**config.mk**
```make
export PLATFORM = sky130hd
export DESIGN_NAME = ex_stage_ctrl
export DESIGN_NICKNAME = d
export VERILOG_FILES = /design/src/rtl/ex_stage_ctrl.sv
export SDC_FILE = /design/constraint.sdc
export NUM_CORES = 1
export LEC_CHECK = 0
export CAP_MARGIN = 20
export CORE_UTILIZATION = 30
export DETAILED_ROUTE_END_ITERATION = 12
export HOLD_SLACK_MARGIN = 0.1
export PLACE_DENSITY_LB_ADDON = 0.15
export SLEW_MARGIN = 10
export SYNTH_ARGS = -nofsm -noshare
export SYNTH_HDL_FRONTEND = slang
export SYNTH_SLANG_ARGS = --single-unit
```
**constraint.sdc**
```tcl
create_clock -name clk -period 2.7 [get_ports clk]
set_input_delay 0.675 -clock clk [delete_from_list [all_inputs] [get_ports clk]]
set_output_delay 0.675 -clock clk [all_outputs]
set_load 0.02 [all_outputs]
```
**src/rtl/ex_stage_ctrl.sv**
```systemverilog
// ex_stage_ctrl: two-stage execute sequencer driving a combinational ALU.
//
// Stage A (operand register) feeds the ALU. Stage B (result register) captures
// alu_out, resolves BEQ/BNE and presents the result downstream.
//
// Optional feature macro: EX_STALL_CNT_EN adds stall_cnt, a saturating count
// of cycles with out_valid && !out_ready.
//
// Ports:
//   clk, rst_n                     clock (rising edge), async active-low reset
//   in_valid/in_ready              upstream handshake
//   in_op, in_rs, in_opb, in_shamt ALU operands and opcode
//   in_rd, in_br, in_pc4, in_off   destination, branch kind, PC+4, word offset
//   flush                          squash stage A
//   alu_op, alu_in, crs, shamt     to ALU (from stage A registers only)
//   alu_out, zero                  from ALU
//   out_valid/out_ready            downstream handshake
//   out_result, out_rd, out_we     writeback data
//   out_br_taken, out_br_target    branch resolution
//   stall_cnt                      (EX_STALL_CNT_EN only) stall cycle count
module ex_stage_ctrl #(
    parameter int DW = 32,
    parameter int RW = 5
) (
    input  logic          clk,
    input  logic          rst_n,
    input  logic          in_valid,
    output logic          in_ready,
    input  logic [3:0]    in_op,
    input  logic [DW-1:0] in_rs,
    input  logic [DW-1:0] in_opb,
    input  logic [4:0]    in_shamt,
    input  logic [RW-1:0] in_rd,
    input  logic [1:0]    in_br,
    input  logic [DW-1:0] in_pc4,
    input  logic [DW-1:0] in_off,
    input  logic          flush,
    output logic [3:0]    alu_op,
    output logic [DW-1:0] alu_in,
    output logic [DW-1:0] crs,
    output logic [4:0]    shamt,
    input  logic [DW-1:0] alu_out,
    input  logic          zero,
    output logic          out_valid,
    input  logic          out_ready,
    output logic [DW-1:0] out_result,
    output logic [RW-1:0] out_rd,
    output logic          out_we,
    output logic          out_br_taken,
    output logic [DW-1:0] out_br_target
`ifdef EX_STALL_CNT_EN
    ,
    output logic [31:0]   stall_cnt
`endif
);
    logic          a_valid_q, a_valid_d;
    logic [3:0]    a_op_q, a_op_d;
    logic [DW-1:0] a_rs_q, a_rs_d, a_opb_q, a_opb_d, a_pc4_q, a_pc4_d, a_off_q, a_off_d;
    logic [4:0]    a_shamt_q, a_shamt_d;
    logic [RW-1:0] a_rd_q, a_rd_d;
    logic [1:0]    a_br_q, a_br_d;
    logic          b_valid_q, b_valid_d, b_taken_q, b_taken_d, b_nobr_q, b_nobr_d;
    logic [DW-1:0] b_result_q, b_result_d, b_target_q, b_target_d;
    logic [RW-1:0] b_rd_q, b_rd_d;
    logic          b_move, a_move, squash, accept, xfer;

    always_comb begin
        b_move   = !b_valid_q || out_ready;
        a_move   = !a_valid_q || b_move;
        // A taken branch leaving B kills the younger instruction in A.
        squash   = b_valid_q && out_ready && b_taken_q;
        in_ready = a_move && !flush && !squash;
        accept   = in_valid && in_ready;
        xfer     = a_valid_q && b_move && !flush && !squash;
        a_valid_d  = accept ? 1'b1 : (xfer || flush || squash) ? 1'b0 : a_valid_q;
        a_op_d     = accept ? in_op    : a_op_q;
        a_rs_d     = accept ? in_rs    : a_rs_q;
        a_opb_d    = accept ? in_opb   : a_opb_q;
        a_shamt_d  = accept ? in_shamt : a_shamt_q;
        a_rd_d     = accept ? in_rd    : a_rd_q;
        a_br_d     = accept ? in_br    : a_br_q;
        a_pc4_d    = accept ? in_pc4   : a_pc4_q;
        a_off_d    = accept ? in_off   : a_off_q;
        b_valid_d  = xfer ? 1'b1 : out_ready ? 1'b0 : b_valid_q;
        b_result_d = xfer ? alu_out : b_result_q;
        b_rd_d     = xfer ? a_rd_q : b_rd_q;
        // Encoding 11 is treated as "no branch", so only 01/10 suppress writes.
        b_nobr_d   = xfer ? (a_br_q != 2'b01 && a_br_q != 2'b10) : b_nobr_q;
        b_taken_d  = xfer ? ((a_br_q == 2'b01 && zero) || (a_br_q == 2'b10 && !zero)) : b_taken_q;
        b_target_d = xfer ? a_pc4_q + {a_off_q[DW-3:0], 2'b00} : b_target_q;
    end

    always_ff @(posedge clk or negedge rst_n) begin
        if (!rst_n) begin
            a_valid_q  <= 1'b0;
            a_op_q     <= '0;
            a_rs_q     <= '0;
            a_opb_q    <= '0;
            a_shamt_q  <= '0;
            a_rd_q     <= '0;
            a_br_q     <= '0;
            a_pc4_q    <= '0;
            a_off_q    <= '0;
            b_valid_q  <= 1'b0;
            b_result_q <= '0;
            b_rd_q     <= '0;
            b_nobr_q   <= 1'b0;
            b_taken_q  <= 1'b0;
            b_target_q <= '0;
        end else begin
            a_valid_q  <= a_valid_d;
            a_op_q     <= a_op_d;
            a_rs_q     <= a_rs_d;
            a_opb_q    <= a_opb_d;
            a_shamt_q  <= a_shamt_d;
            a_rd_q     <= a_rd_d;
            a_br_q     <= a_br_d;
            a_pc4_q    <= a_pc4_d;
            a_off_q    <= a_off_d;
            b_valid_q  <= b_valid_d;
            b_result_q <= b_result_d;
            b_rd_q     <= b_rd_d;
            b_nobr_q   <= b_nobr_d;
            b_taken_q  <= b_taken_d;
            b_target_q <= b_target_d;
        end
    end

    assign alu_op        = a_op_q;
    assign alu_in        = a_opb_q;
    assign crs           = a_rs_q;
    assign shamt         = a_shamt_q;
    assign out_valid     = b_valid_q;
    assign out_result    = b_result_q;
    assign out_rd        = b_rd_q;
    assign out_we        = b_valid_q && b_rd_q != '0 && b_nobr_q;
    assign out_br_taken  = b_valid_q && b_taken_q;
    assign out_br_target = b_target_q;

`ifdef EX_STALL_CNT_EN
    logic [31:0] stall_cnt_q, stall_cnt_d;

    always_comb begin
        stall_cnt_d = (b_valid_q && !out_ready && stall_cnt_q != '1) ? stall_cnt_q + 32'd1 : stall_cnt_q;
    end

    always_ff @(posedge clk or negedge rst_n) begin
        if (!rst_n) stall_cnt_q <= '0;
        else        stall_cnt_q <= stall_cnt_d;
    end

    assign stall_cnt = stall_cnt_q;
`endif
endmodule

```
==> out/results.tsv <==
metric	value	unit
Crit path largest cell delay	400	ps
total track usage	0.168	
Yosys cell types	56	
Tot Pwr	12.5	mW
top layer in use	met4	
mapped cell area	9710	sq um
via count	7450	
Worst setup EP type	primary output	
Longest Clk Path Bufs	3	
Switching Power	4.20	mW
RSZ-0062 raised after global routing	false	
final hold vios	0	
CP Max Fanout	3	
DRT antenna net count	0	
VDD IR-drop max	0.577	mV
total CTS buffers	26	
switching share of power	0.335	
number of flops mapped to enable cells by yosys	0	
GRT overflow	0	
fin crit period	2610	ps
diode count	0	
sequential element share of the synthesized area	0.554	
GPL Wtd Cong	0.812	
worst slew pin tran	419	ps
slowest cell on the critical path	dfrtp_1	
Cell Chain, Critical Path	or3_1 > o311a_1 > dlygate4sd2_1	
sequential share of power	0.354	
fillcell total	3021	
nets	1402	
Max Fclk	0.383	GHz
boundary pin count	328	
Max-Cap Viols	0	
FF+latch count, synth	215	
Setup Viol. Count Final	0	
core area	31700	sq um
Clk network pwr share	0.275	
Synth Area per Inst	11.5	sq um
Syn Nets	1058	
vias in the first global route	7901	
Synthesis Warnings	0	
Final Non-Filler Cells	1608	
layout overhead on the synthesized area	49.2	%
die area	33100	sq um
Die W	182	um
Core Util, Final	0.457	
Power Internal	8.33	mW
final setup margin	87.6	ps
Leak	6.25	nW
clock tree root driver cell	clkbuf_16	
Worst Path Required	2030	ps
Crit Path Class	register to primary output	
DR WL/cell	17.1	um
Worst EP arrival	1940	ps
clock tree sinks	215	
clock skew	15.5	ps
final routed DRC violation total	0	
first-pass GRT wire length	43700	um
Die Span Y	182	um
P per Cell Area	865	nW/um^2
Slew Limit Headroom	0.718	
share of layout cells above drive strength 1	0.172	
Total Wirelength	27600	um
Post-Route M1 WL	11300	um
met2 wire len	13100	um
Comb pwr share	0.371	
CTS tree	yes	
I/O Buffers	325	
status	finished, final reports clean	
routed vias/inst	4.63	
Slew Limit Fails	0	
DP Cell Count	1560	
H-Tree Depth	1	
crit path launch type	register	
drt first pass iters	4	
Iter 0 DRT Violations	305	
Top FF cell, synth	dfrtp_1	
Initial Util	0.306	
antenna violations before repair	0	
Hold Path Class	register to register	
dpl hpwl	20900	um
Clock transition at path regs	60	ps
Clock Latency Late Sink	540	ps
ys async rst share	1.00	
setup slack at placement	-283	ps
Routed met3 length	2450	um
largest net degree at the start of global routing	50	
Final period util	0.968	
Site Rows	65	
Mapped Cells	844	
==> per-stage QoR <==
| step | setup TNS, ps | hold slack [ps] | cell area, sq um |
|---|---|---|---|
| final | 0 | 467 | 14500 |
| after global routing | 0 | 481 | 14500 |
| after CTS | 0 | 468 | 14500 |
| after detailed placement | -14120 | 457 | 13600 |
| after global placement | -16470 | 446 | 13600 |
| after floorplan | 0 | 379 | 9710 |
==> critical path, delay by kind of cell (launching register included) <==
family | cells | cell delay, ps
compound gates | 1 | 290
buf+inv | 1 | 340
flops | 1 | 400
simple gates | 1 | 370
==> cells in the final DEF (no fill, tap or decap), types with 3 or more instances in the layout <==
master,n
o21ai_0,34
clkdlybuf4s50_1,322
nand3_1,7
nand2b_1,4
nor3_1,3
or3_1,3
ha_1,31
o31ai_1,3
clkbuf_1,7
nand4_1,7
clkbuf_16,26
inv_1,15
xnor2_1,11
mux2_2,117
buf_4,25
dfrtp_1,214
a211o_1,3
o21bai_1,3
nor2_1,22
o21ai_1,12
and3_1,3
mux2_1,22
clkbuf_8,8
nand2_1,179
o21a_1,6
xor2_1,15
buf_12,6
a21o_1,6
a31oi_1,5
a21oi_1,34
==> synth_stat cells (3+ instances only) <==
cell type,n,share of area
dfrtp_1,215,0.55
nand2_1,179,0.069
mux2_2,117,0.14
a21oi_1,34,0.018
o21ai_0,34,0.018
ha_1,31,0.040
mux2_1,22,0.026
nor2_1,22,0.0085
buf_2,20,0.010
inv_1,15,0.0058
xor2_1,15,0.014
clkbuf_1,13,0.0050
o21ai_1,12,0.0062
xnor2_1,11,0.0099
nand3_1,7,0.0036
nand4_1,7,0.0045
a21o_1,6,0.0046
o21a_1,6,0.0046
a31oi_1,5,0.0032
buf_1,5,0.0019
nand2b_1,5,0.0032
nor2b_1,4,0.0026
a211o_1,3,0.0027
and2_1,3,0.0019
and3_1,3,0.0019
buf_4,3,0.0023
nor3_1,3,0.0015
nor4_1,3,0.0019
o21bai_1,3,0.0023
o31ai_1,3,0.0023
or3_1,3,0.0019
==> sequential cells by signal, indices dropped and copies added, names as in the netlist <==
| signal | count |
|---|---|
| a_off_q | 30 |
| alu_in | 32 |
| alu_op | 4 |
| shamt | 5 |
| b_nobr_q | 1 |
| crs | 32 |
| b_taken_q | 1 |
| out_valid | 1 |
| out_br_target | 32 |
| a_valid_q | 1 |
| out_result | 32 |
| a_pc4_q | 32 |
| a_rd_q | 5 |
| a_br_q | 2 |
| out_rd | 5 |
==> layer usage <==
layer,vias to the layer above,global-route usage
li1,3597,-
met1,3581,0.202
met2,231,0.281
met3,41,0.0626
met4,0,0.0437
met5,-,0
==> path summary, 6_finish.rpt <==
kind / startpoint / endpoint / slack (ps) / cells past startpoint
max in group asynchronous: rst_n / out_valid$_DFFE_PN0P_ / 1380 / 3
setup / recovery: out_rd[1]$_DFFE_PN0P_ / out_we / 90 / 3
hold / removal: a_rd_q[3]$_DFFE_PN0P_ / out_rd[3]$_DFFE_PN0P_ / 470 / 2
hold reg to reg: a_rd_q[3]$_DFFE_PN0P_ / out_rd[3]$_DFFE_PN0P_ / 470 / 2
setup reg to reg: a_pc4_q[2]$_DFFE_PN0P_ / out_br_target[30]$_DFFE_PN0P_ / 170 / 10
min in group asynchronous: rst_n / a_pc4_q[12]$_DFFE_PN0P_ / 630 / 2
==> power groups by stage <==
stage	clock [mW]	sequential [mW]	combinational [mW]
floorplan	0	5.08	1.90
global placement	0	4.47	4.66
detailed placement	0	4.49	4.68
CTS	3.58	4.45	4.70
global route	3.70	4.54	5.05
finish	3.45	4.43	4.65
==> cells by family (layout without fill, tap and decap cells) <==
logic type | Yosys count | count (layout) | synth area share
AOI/OAI and AO/OA | 126 | 126 | 0.0831
muxes | 141 | 141 | 0.163
xor gates and xnor gates | 26 | 26 | 0.0235
and+or+nand+nor | 248 | 248 | 0.109
adders and majority gates | 32 | 32 | 0.0420
DFF | 215 | 215 | 0.554
buffers and inverters | 56 | 418 | 0.0254
==> area by class of cell <==
cell class,count,area (sq um),share of cell area
inverter,15,56.3,0.00389
clock inverter,5,77.6,0.00535
timing repair buffer,357,3570,0.246
tap,402,503,0.0347
clock buffer,41,787,0.0543
multi-input combinational,573,4110,0.284
sequential,215,5380,0.371
==> timing repair <==
action,CTS,global route
hold buffers,1,0
endpoints found under the setup margin,3,5
pin swaps,0,1
setup buffers,0,1
resized for setup,3,6
hold endpoints to repair,41,0
Note: power is estimated with default switching activity, not from simulation.
